File: src/rtl/y86_pkg.sv
// Shared Y86-64 definitions for the decode/write-back slice: instruction
// codes, register IDs, status codes and the pipeline-register bubble value.
package y86_pkg;

  localparam int XLEN  = 64;
  localparam int NREGS = 15;

  typedef enum logic [3:0] {
    I_HALT   = 4'h0,
    I_NOP    = 4'h1,
    I_RRMOVQ = 4'h2,
    I_IRMOVQ = 4'h3,
    I_RMMOVQ = 4'h4,
    I_MRMOVQ = 4'h5,
    I_OPQ    = 4'h6,
    I_JXX    = 4'h7,
    I_CALL   = 4'h8,
    I_RET    = 4'h9,
    I_PUSHQ  = 4'hA,
    I_POPQ   = 4'hB
  } icode_e;

  typedef enum logic [2:0] {
    S_AOK = 3'd1,
    S_HLT = 3'd2,
    S_ADR = 3'd3,
    S_INS = 3'd4
  } stat_e;

  localparam logic [3:0] RNONE = 4'hF;
  localparam logic [3:0] RSP   = 4'h4;

  typedef struct packed {
    logic [3:0]      icode;
    logic [3:0]      ifun;
    logic [3:0]      ra;
    logic [3:0]      rb;
    logic [XLEN-1:0] val_c;
    logic [XLEN-1:0] val_p;
    logic [2:0]      stat;
  } d_reg_t;

  // A bubble is a NOP that names no registers, so it reads and writes nothing.
  localparam d_reg_t D_BUBBLE = '{
    icode: I_NOP,
    ifun:  4'h0,
    ra:    RNONE,
    rb:    RNONE,
    val_c: {XLEN{1'b0}},
    val_p: {XLEN{1'b0}},
    stat:  S_AOK
  };

endpackage

File: src/rtl/y86_regfile.sv
// Program register file: 15 x 64-bit, two combinational read ports, two
// write ports updated on the rising edge. Reads see same-cycle write data,
// and the M port beats the E port so that popq %rsp loads the popped value.
module y86_regfile
  import y86_pkg::*;
(
  input  logic            clk,
  input  logic            reset,
  input  logic [3:0]      src_a,
  input  logic [3:0]      src_b,
  output logic [XLEN-1:0] val_a,
  output logic [XLEN-1:0] val_b,
  input  logic [3:0]      dst_e,
  input  logic [XLEN-1:0] val_e,
  input  logic [3:0]      dst_m,
  input  logic [XLEN-1:0] val_m
);

  logic [XLEN-1:0] regs [NREGS];

  // Register storage: cleared by reset, otherwise written from both ports
  // with M taking precedence. ID 0xF never matches an index, so it is dropped.
  always_ff @(posedge clk or posedge reset) begin
    if (reset) begin
      for (int i = 0; i < NREGS; i++) begin
        regs[i] <= '0;
      end
    end else begin
      for (int i = 0; i < NREGS; i++) begin
        if (dst_m == 4'(i)) begin
          regs[i] <= val_m;
        end else if (dst_e == 4'(i)) begin
          regs[i] <= val_e;
        end
      end
    end
  end

  // Read port A: stored value, overridden by incoming write-back data.
  always_comb begin
    val_a = '0;
    for (int i = 0; i < NREGS; i++) begin
      if (src_a == 4'(i)) begin
        val_a = regs[i];
      end
    end
    if (!reset && src_a != RNONE) begin
      if (src_a == dst_m) begin
        val_a = val_m;
      end else if (src_a == dst_e) begin
        val_a = val_e;
      end
    end
  end

  // Read port B: same selection as port A.
  always_comb begin
    val_b = '0;
    for (int i = 0; i < NREGS; i++) begin
      if (src_b == 4'(i)) begin
        val_b = regs[i];
      end
    end
    if (!reset && src_b != RNONE) begin
      if (src_b == dst_m) begin
        val_b = val_m;
      end else if (src_b == dst_e) begin
        val_b = val_e;
      end
    end
  end

endmodule

File: src/rtl/y86_decode_stage.sv
// Y86-64 decode / write-back stage. Holds the F->D pipeline register,
// decodes the source and destination register IDs, and reads the operands
// from the register file, which the W stage writes every cycle.
module y86_decode_stage
  import y86_pkg::*;
(
  input  logic            clk,
  input  logic            reset,
  input  logic [3:0]      f_icode,
  input  logic [3:0]      f_ifun,
  input  logic [3:0]      f_rA,
  input  logic [3:0]      f_rB,
  input  logic [XLEN-1:0] f_valC,
  input  logic [XLEN-1:0] f_valP,
  input  logic [2:0]      f_stat,
  input  logic            D_stall,
  input  logic            D_bubble,
  input  logic [3:0]      W_dstE,
  input  logic [XLEN-1:0] W_valE,
  input  logic [3:0]      W_dstM,
  input  logic [XLEN-1:0] W_valM,
  output logic [3:0]      d_icode,
  output logic [3:0]      d_ifun,
  output logic [XLEN-1:0] d_valC,
  output logic [XLEN-1:0] d_valP,
  output logic [2:0]      d_stat,
  output logic [3:0]      d_srcA,
  output logic [3:0]      d_srcB,
  output logic [3:0]      d_dstE,
  output logic [3:0]      d_dstM,
  output logic [XLEN-1:0] d_valA,
  output logic [XLEN-1:0] d_valB
);

  d_reg_t          d_reg;
  logic [3:0]      src_a;
  logic [3:0]      src_b;
  logic [3:0]      dst_e;
  logic [3:0]      dst_m;
  logic [XLEN-1:0] rf_val_a;
  logic [XLEN-1:0] rf_val_b;

  // Pipeline register D: stall holds even when a bubble is also requested.
  always_ff @(posedge clk or posedge reset) begin
    if (reset) begin
      d_reg <= D_BUBBLE;
    end else if (D_stall) begin
      d_reg <= d_reg;
    end else if (D_bubble) begin
      d_reg <= D_BUBBLE;
    end else begin
      d_reg <= '{
        icode: f_icode,
        ifun:  f_ifun,
        ra:    f_rA,
        rb:    f_rB,
        val_c: f_valC,
        val_p: f_valP,
        stat:  f_stat
      };
    end
  end

  // Register ID decode; invalid icodes fall to the default and name nothing.
  always_comb begin
    src_a = RNONE;
    src_b = RNONE;
    dst_e = RNONE;
    dst_m = RNONE;
    case (d_reg.icode)
      I_RRMOVQ: begin
        src_a = d_reg.ra;
        dst_e = d_reg.rb;
      end
      I_IRMOVQ: begin
        dst_e = d_reg.rb;
      end
      I_RMMOVQ: begin
        src_a = d_reg.ra;
        src_b = d_reg.rb;
      end
      I_MRMOVQ: begin
        src_b = d_reg.rb;
        dst_m = d_reg.ra;
      end
      I_OPQ: begin
        src_a = d_reg.ra;
        src_b = d_reg.rb;
        dst_e = d_reg.rb;
      end
      I_CALL: begin
        src_b = RSP;
        dst_e = RSP;
      end
      I_RET: begin
        src_a = RSP;
        src_b = RSP;
        dst_e = RSP;
      end
      I_PUSHQ: begin
        src_a = d_reg.ra;
        src_b = RSP;
        dst_e = RSP;
      end
      I_POPQ: begin
        src_a = RSP;
        src_b = RSP;
        dst_e = RSP;
        dst_m = d_reg.ra;
      end
      default: begin
      end
    endcase
  end

  y86_regfile u_regfile (
    .clk   (clk),
    .reset (reset),
    .src_a (src_a),
    .src_b (src_b),
    .val_a (rf_val_a),
    .val_b (rf_val_b),
    .dst_e (W_dstE),
    .val_e (W_valE),
    .dst_m (W_dstM),
    .val_m (W_valM)
  );

  // Jumps and calls carry the fall-through PC in valA instead of a register.
  always_comb begin
    d_valA = rf_val_a;
    if (d_reg.icode == I_JXX || d_reg.icode == I_CALL) begin
      d_valA = d_reg.val_p;
    end
  end

  assign d_valB  = rf_val_b;
  assign d_icode = d_reg.icode;
  assign d_ifun  = d_reg.ifun;
  assign d_valC  = d_reg.val_c;
  assign d_valP  = d_reg.val_p;
  assign d_stat  = d_reg.stat;
  assign d_srcA  = src_a;
  assign d_srcB  = src_b;
  assign d_dstE  = dst_e;
  assign d_dstM  = dst_m;

endmodule

File: config.mk
export PLATFORM = sky130hd
export DESIGN_NAME = y86_decode_stage
export DESIGN_NICKNAME = d
export VERILOG_FILES = /design/src/rtl/y86_pkg.sv /design/src/rtl/y86_regfile.sv /design/src/rtl/y86_decode_stage.sv
export SDC_FILE = /design/constraint.sdc
export NUM_CORES = 2
export LEC_CHECK = 0
export BUFFER_PORTS_ARGS = -buffer_cell sky130_fd_sc_hd__buf_2
export CELL_PAD_IN_SITES_DETAIL_PLACEMENT = 2
export CELL_PAD_IN_SITES_GLOBAL_PLACEMENT = 2
export CORE_MARGIN = 1
export CORE_UTILIZATION = 34
export CTS_BUF_LIST = sky130_fd_sc_hd__clkbuf_16
export DETAILED_ROUTE_END_ITERATION = 6
export HOLD_SLACK_MARGIN = 0.1
export MAX_ROUTING_LAYER = met4
export PLACE_DENSITY_LB_ADDON = 0.1
export SLEW_MARGIN = 20
export SYNTH_ARGS = -nofsm -noshare
export SYNTH_HDL_FRONTEND = slang
export SYNTH_SLANG_ARGS = --single-unit
File: constraint.sdc
create_clock -name clk -period 37.1 [get_ports clk]
set_input_delay 3.71 -clock clk [delete_from_list [all_inputs] [get_ports clk]]
set_output_delay 3.71 -clock clk [all_outputs]
set_load 0.05 [all_outputs]
==> results by group <==
Status
  – Outcome: complete, but fails checks
  – Failing checks: DRC

Floorplan
  – Die area: 0.203 mm^2
  – Width of the die: 451 um
  – Core Region: between 0.2 and 0.25 mm^2
  – Cell Rows: 164
  – I/O pin count: 570
  – Die Y: 451 um
  – Initial Utilization: 34.3%

Setup path
  – Reg-to-Reg Start: d_reg[137]$_DFFE_PP1N_
  – Crit path capture type: primary output
  – Max incr delay on CP: ~0.75 ns
  – Crit path max-delay cell type: nand3_4
  – Data required, critical path: 33.39 ns
  – Worst flop-to-flop path endpoint: d_reg[137]$_DFFE_PP1N_
  – Critical Path AT: 9.19 ns
  – Crit-path leading delay family: simple AND/OR/NAND/NOR gates
  – R2r setup slk: roughly 35 ns
  – Max FO, Critical Path: 24
  – Crit-path cells: buf_2 -> or2_1 -> o21a_1 -> a2111oi_0 -> nand3_4 -> buf_4 -> nor2_2 -> buf_4 -> a21oi_1 -> and3b_1 -> nor3_1 -> buf_2
  – CP Class: input pin to primary output
  – CP bufs+invs: 4
  – Reg2Reg Depth: 4
  – Crit path launch type: input pin

Synthesis
  – Cells after synthesis: 8017
  – Avg Cell Area, Syn: ~8.6 um^2
  – Top cells by area, synth: dfrtp_1 (40%), mux2i_1 (14%), o21ai_0 (7.8%)
  – Synth area leader: dfrtp_1
  – Yosys reg bits: 1107
  – Netlist cell types: 87
  – Register area share after synthesis: 40.4%
  – Post-synth EDFFs: 0
  – Asr flop ratio synth: 100%
  – Synth Warn #: 0
  – Synth top area share: 40.0%
  – Mapped Nets: between 8000 and 9000
  – Main synth FF type: dfrtp_1
  – Post-Synthesis Cell Area: ~0.069 mm^2

Detailed routing
  – First-pass iteration count of the detailed router: 7
  – Total Wirelength: 496 mm
  – DRT antenna net count: 0
  – Vias after detailed routing: 77100
  – Initial DRC count: 11700
  – Remaining DRCs: 65
  – Vias per inst: 7.16
  – Routed WL per cell: approximately 46 um

Power
  – Cell area power density: approximately 52 mW/mm^2
  – Leak pwr: approximately 0.031 uW
  – Peak VDD IR: 52.6 uV

Final layout
  – Final instance area: 0.0774 mm^2
  – Final net count: 8193
  – Post-Layout Cell Count: 10800
  – Most flop-heavy register: u_regfile.regs
  – Area Growth Syn to Fin: 12.8%
  – Final Util: 38.7%
  – Most common cell after layout, fill and taps aside: nand2_1
  – Max FFs per register: 960
  – Layout cell share with drive strength beyond 1: 14.9%
  – Commonest non-fill, non-tap cells in the layout: nand2_1 (1171), dfrtp_1 (1097), o21ai_0 (1061)

GRT
  – Vias in the first global route: 77000
  – GR Util All Layers: 49.0%
  – Global-route wire length before repair: 670 mm
  – Antenna violations before repair: 82
  – Grt ovf: 0
  – Pin count of the biggest net entering global routing: 142

Worst hold path
  – Hold Crit Class: register to register
  – Hold Path End: d_valC[11]$_DFFE_PP0N_
  – Hold path start: d_valC[11]$_DFFE_PP0N_
  – Hold Path Depth: 2

Clock network
  – Clock Pin Slew Worst Setup and Hold Paths: 0.06 ns
  – CTS tree: built
  – Clock Sinks: 1107
  – Root Driver: clkbuf_16
  – Hold buffer count at cts: 0
  – PostCTS Resize Cnt: 0
  – Clk_lat worst skew: 0.85 ns
  – CTS Buffer Depth: 3
  – Total CTS buffers: 145
  – Post-CTS setup buffer count: 0
  – Htree depth: 4

Timing
  – Setup tns final: 0 ns
  – Post-route clock period utilization: 34.8%
  – Unrepaired setup endpoints after global routing: false
  – Worst Max-Slew Pin Slew: 1.41 ns
  – Final hold violations: 0
  – Minimum clock period: between 10 and 15 ns
  – Fin worst setup slack: around 24 ns
  – Clock skew: 0 ns
  – Slew headroom: 6.18%
  – Highest Clock Rate: roughly 0.078 GHz
  – Setup violators final: 0
  – Max Transition Viols Final: 0

Placement
  – Placed cells: 10400
  – PortBufs: 569
  – Post-DP HPWL: about 300 mm
  – Placed Area: 0.0728 mm^2
  – Pre-CTS setup slack: around 25 ns
  – Placer Congestion: 1.01

Run
  – Max-cap violations: 0
## cells by family after synthesis
group / after synthesis / share of synthesized area, %
DFF: 1107 / 40.4
xor gates and xnor gates: 2 / 0.0255
muxes: 983 / 14.4
buffers and inverters: 1111 / 7.19
AOI/OAI and AO/OA: 2697 / 24.8
and+or+nand+nor: 2117 / 13.2
## report_power, final
part	total (uW)	switching [uW]	internal, uW
Sequential	1720	269	1450
Clock	1370	628	740
Combinational	929	650	279
Total	4020	1550	2470
## stage by stage
stage,hold WS (ns),power [uW]
2_1_floorplan,0.454,2220
3_3_place_gp,0.460,2570
3_5_place_dp,0.473,2610
4_1_cts,0.488,3970
5_1_grt,0.504,4110
6_report,0.479,4020
## Yosys cell counts (17+ instances only)
cell type,instances
a2111oi_0,19
a211oi_1,29
a21oi_1,516
a221o_1,36
a221oi_1,142
a222oi_1,101
a22o_1,53
a22oi_1,198
a31oi_1,23
a32oi_1,29
buf_1,97
buf_2,111
buf_4,149
clkbuf_1,730
dfrtp_1,1097
mux2i_1,976
nand2_1,1185
nand2b_1,155
nand3_1,51
nand4_1,73
nor2_1,483
nor3_1,53
nor4_1,21
o211ai_1,26
o21ai_0,1062
o21ai_1,17
o221ai_1,103
o22a_1,57
o22ai_1,186
## worst max path at each step
| stage | from | endpoint | slack [ns] | cells after the start |
|---|---|---|---|---|
| final | W_dstM[0] | d_valB[2] | 24.20 | 12 |
| after global placement | W_dstM[0] | d_valB[2] | 24.67 | 12 |
| after floorplan | reset | d_icode[1]$_DFFE_PP0N_ | 2.22 | 1 |
| after detailed placement | W_dstM[0] | d_valB[2] | 24.61 | 12 |
| after CTS | W_dstM[0] | d_valB[2] | 24.60 | 12 |
| after global routing | W_dstM[0] | d_valB[2] | 24.32 | 12 |
## tightest hold or removal path, delay by kind of cell, from the launching register on
family	cells	cell delay, ns
AO/OA/AOI/OAI	1	0.06
flip-flops	1	0.34
AND/OR/NAND/NOR	1	0.05
## layout make-up
| type | count | area, um^2 |
|---|---|---|
| fillers | 22300 | 123000 |
| clock buffers | 148 | 3700 |
| flip-flops and latches | 1107 | 27700 |
| diodes | 97 | 243 |
| multi-input cells | 5799 | 36700 |
| well taps | 2656 | 3320 |
| clock inverters | 103 | 592 |
| repair buffers | 837 | 5020 |
| inverters | 16 | 67.6 |
## per-layer routing
layer	track usage, %	share of wire, %	routed length (um)
met3	15.4	12	58700
met4	37.9	9.1	45300
met2	67.0	41	203000
met5	-	0	0
met1	59.4	38	190000
No activity file was read; power rests on OpenSTA's default activity.
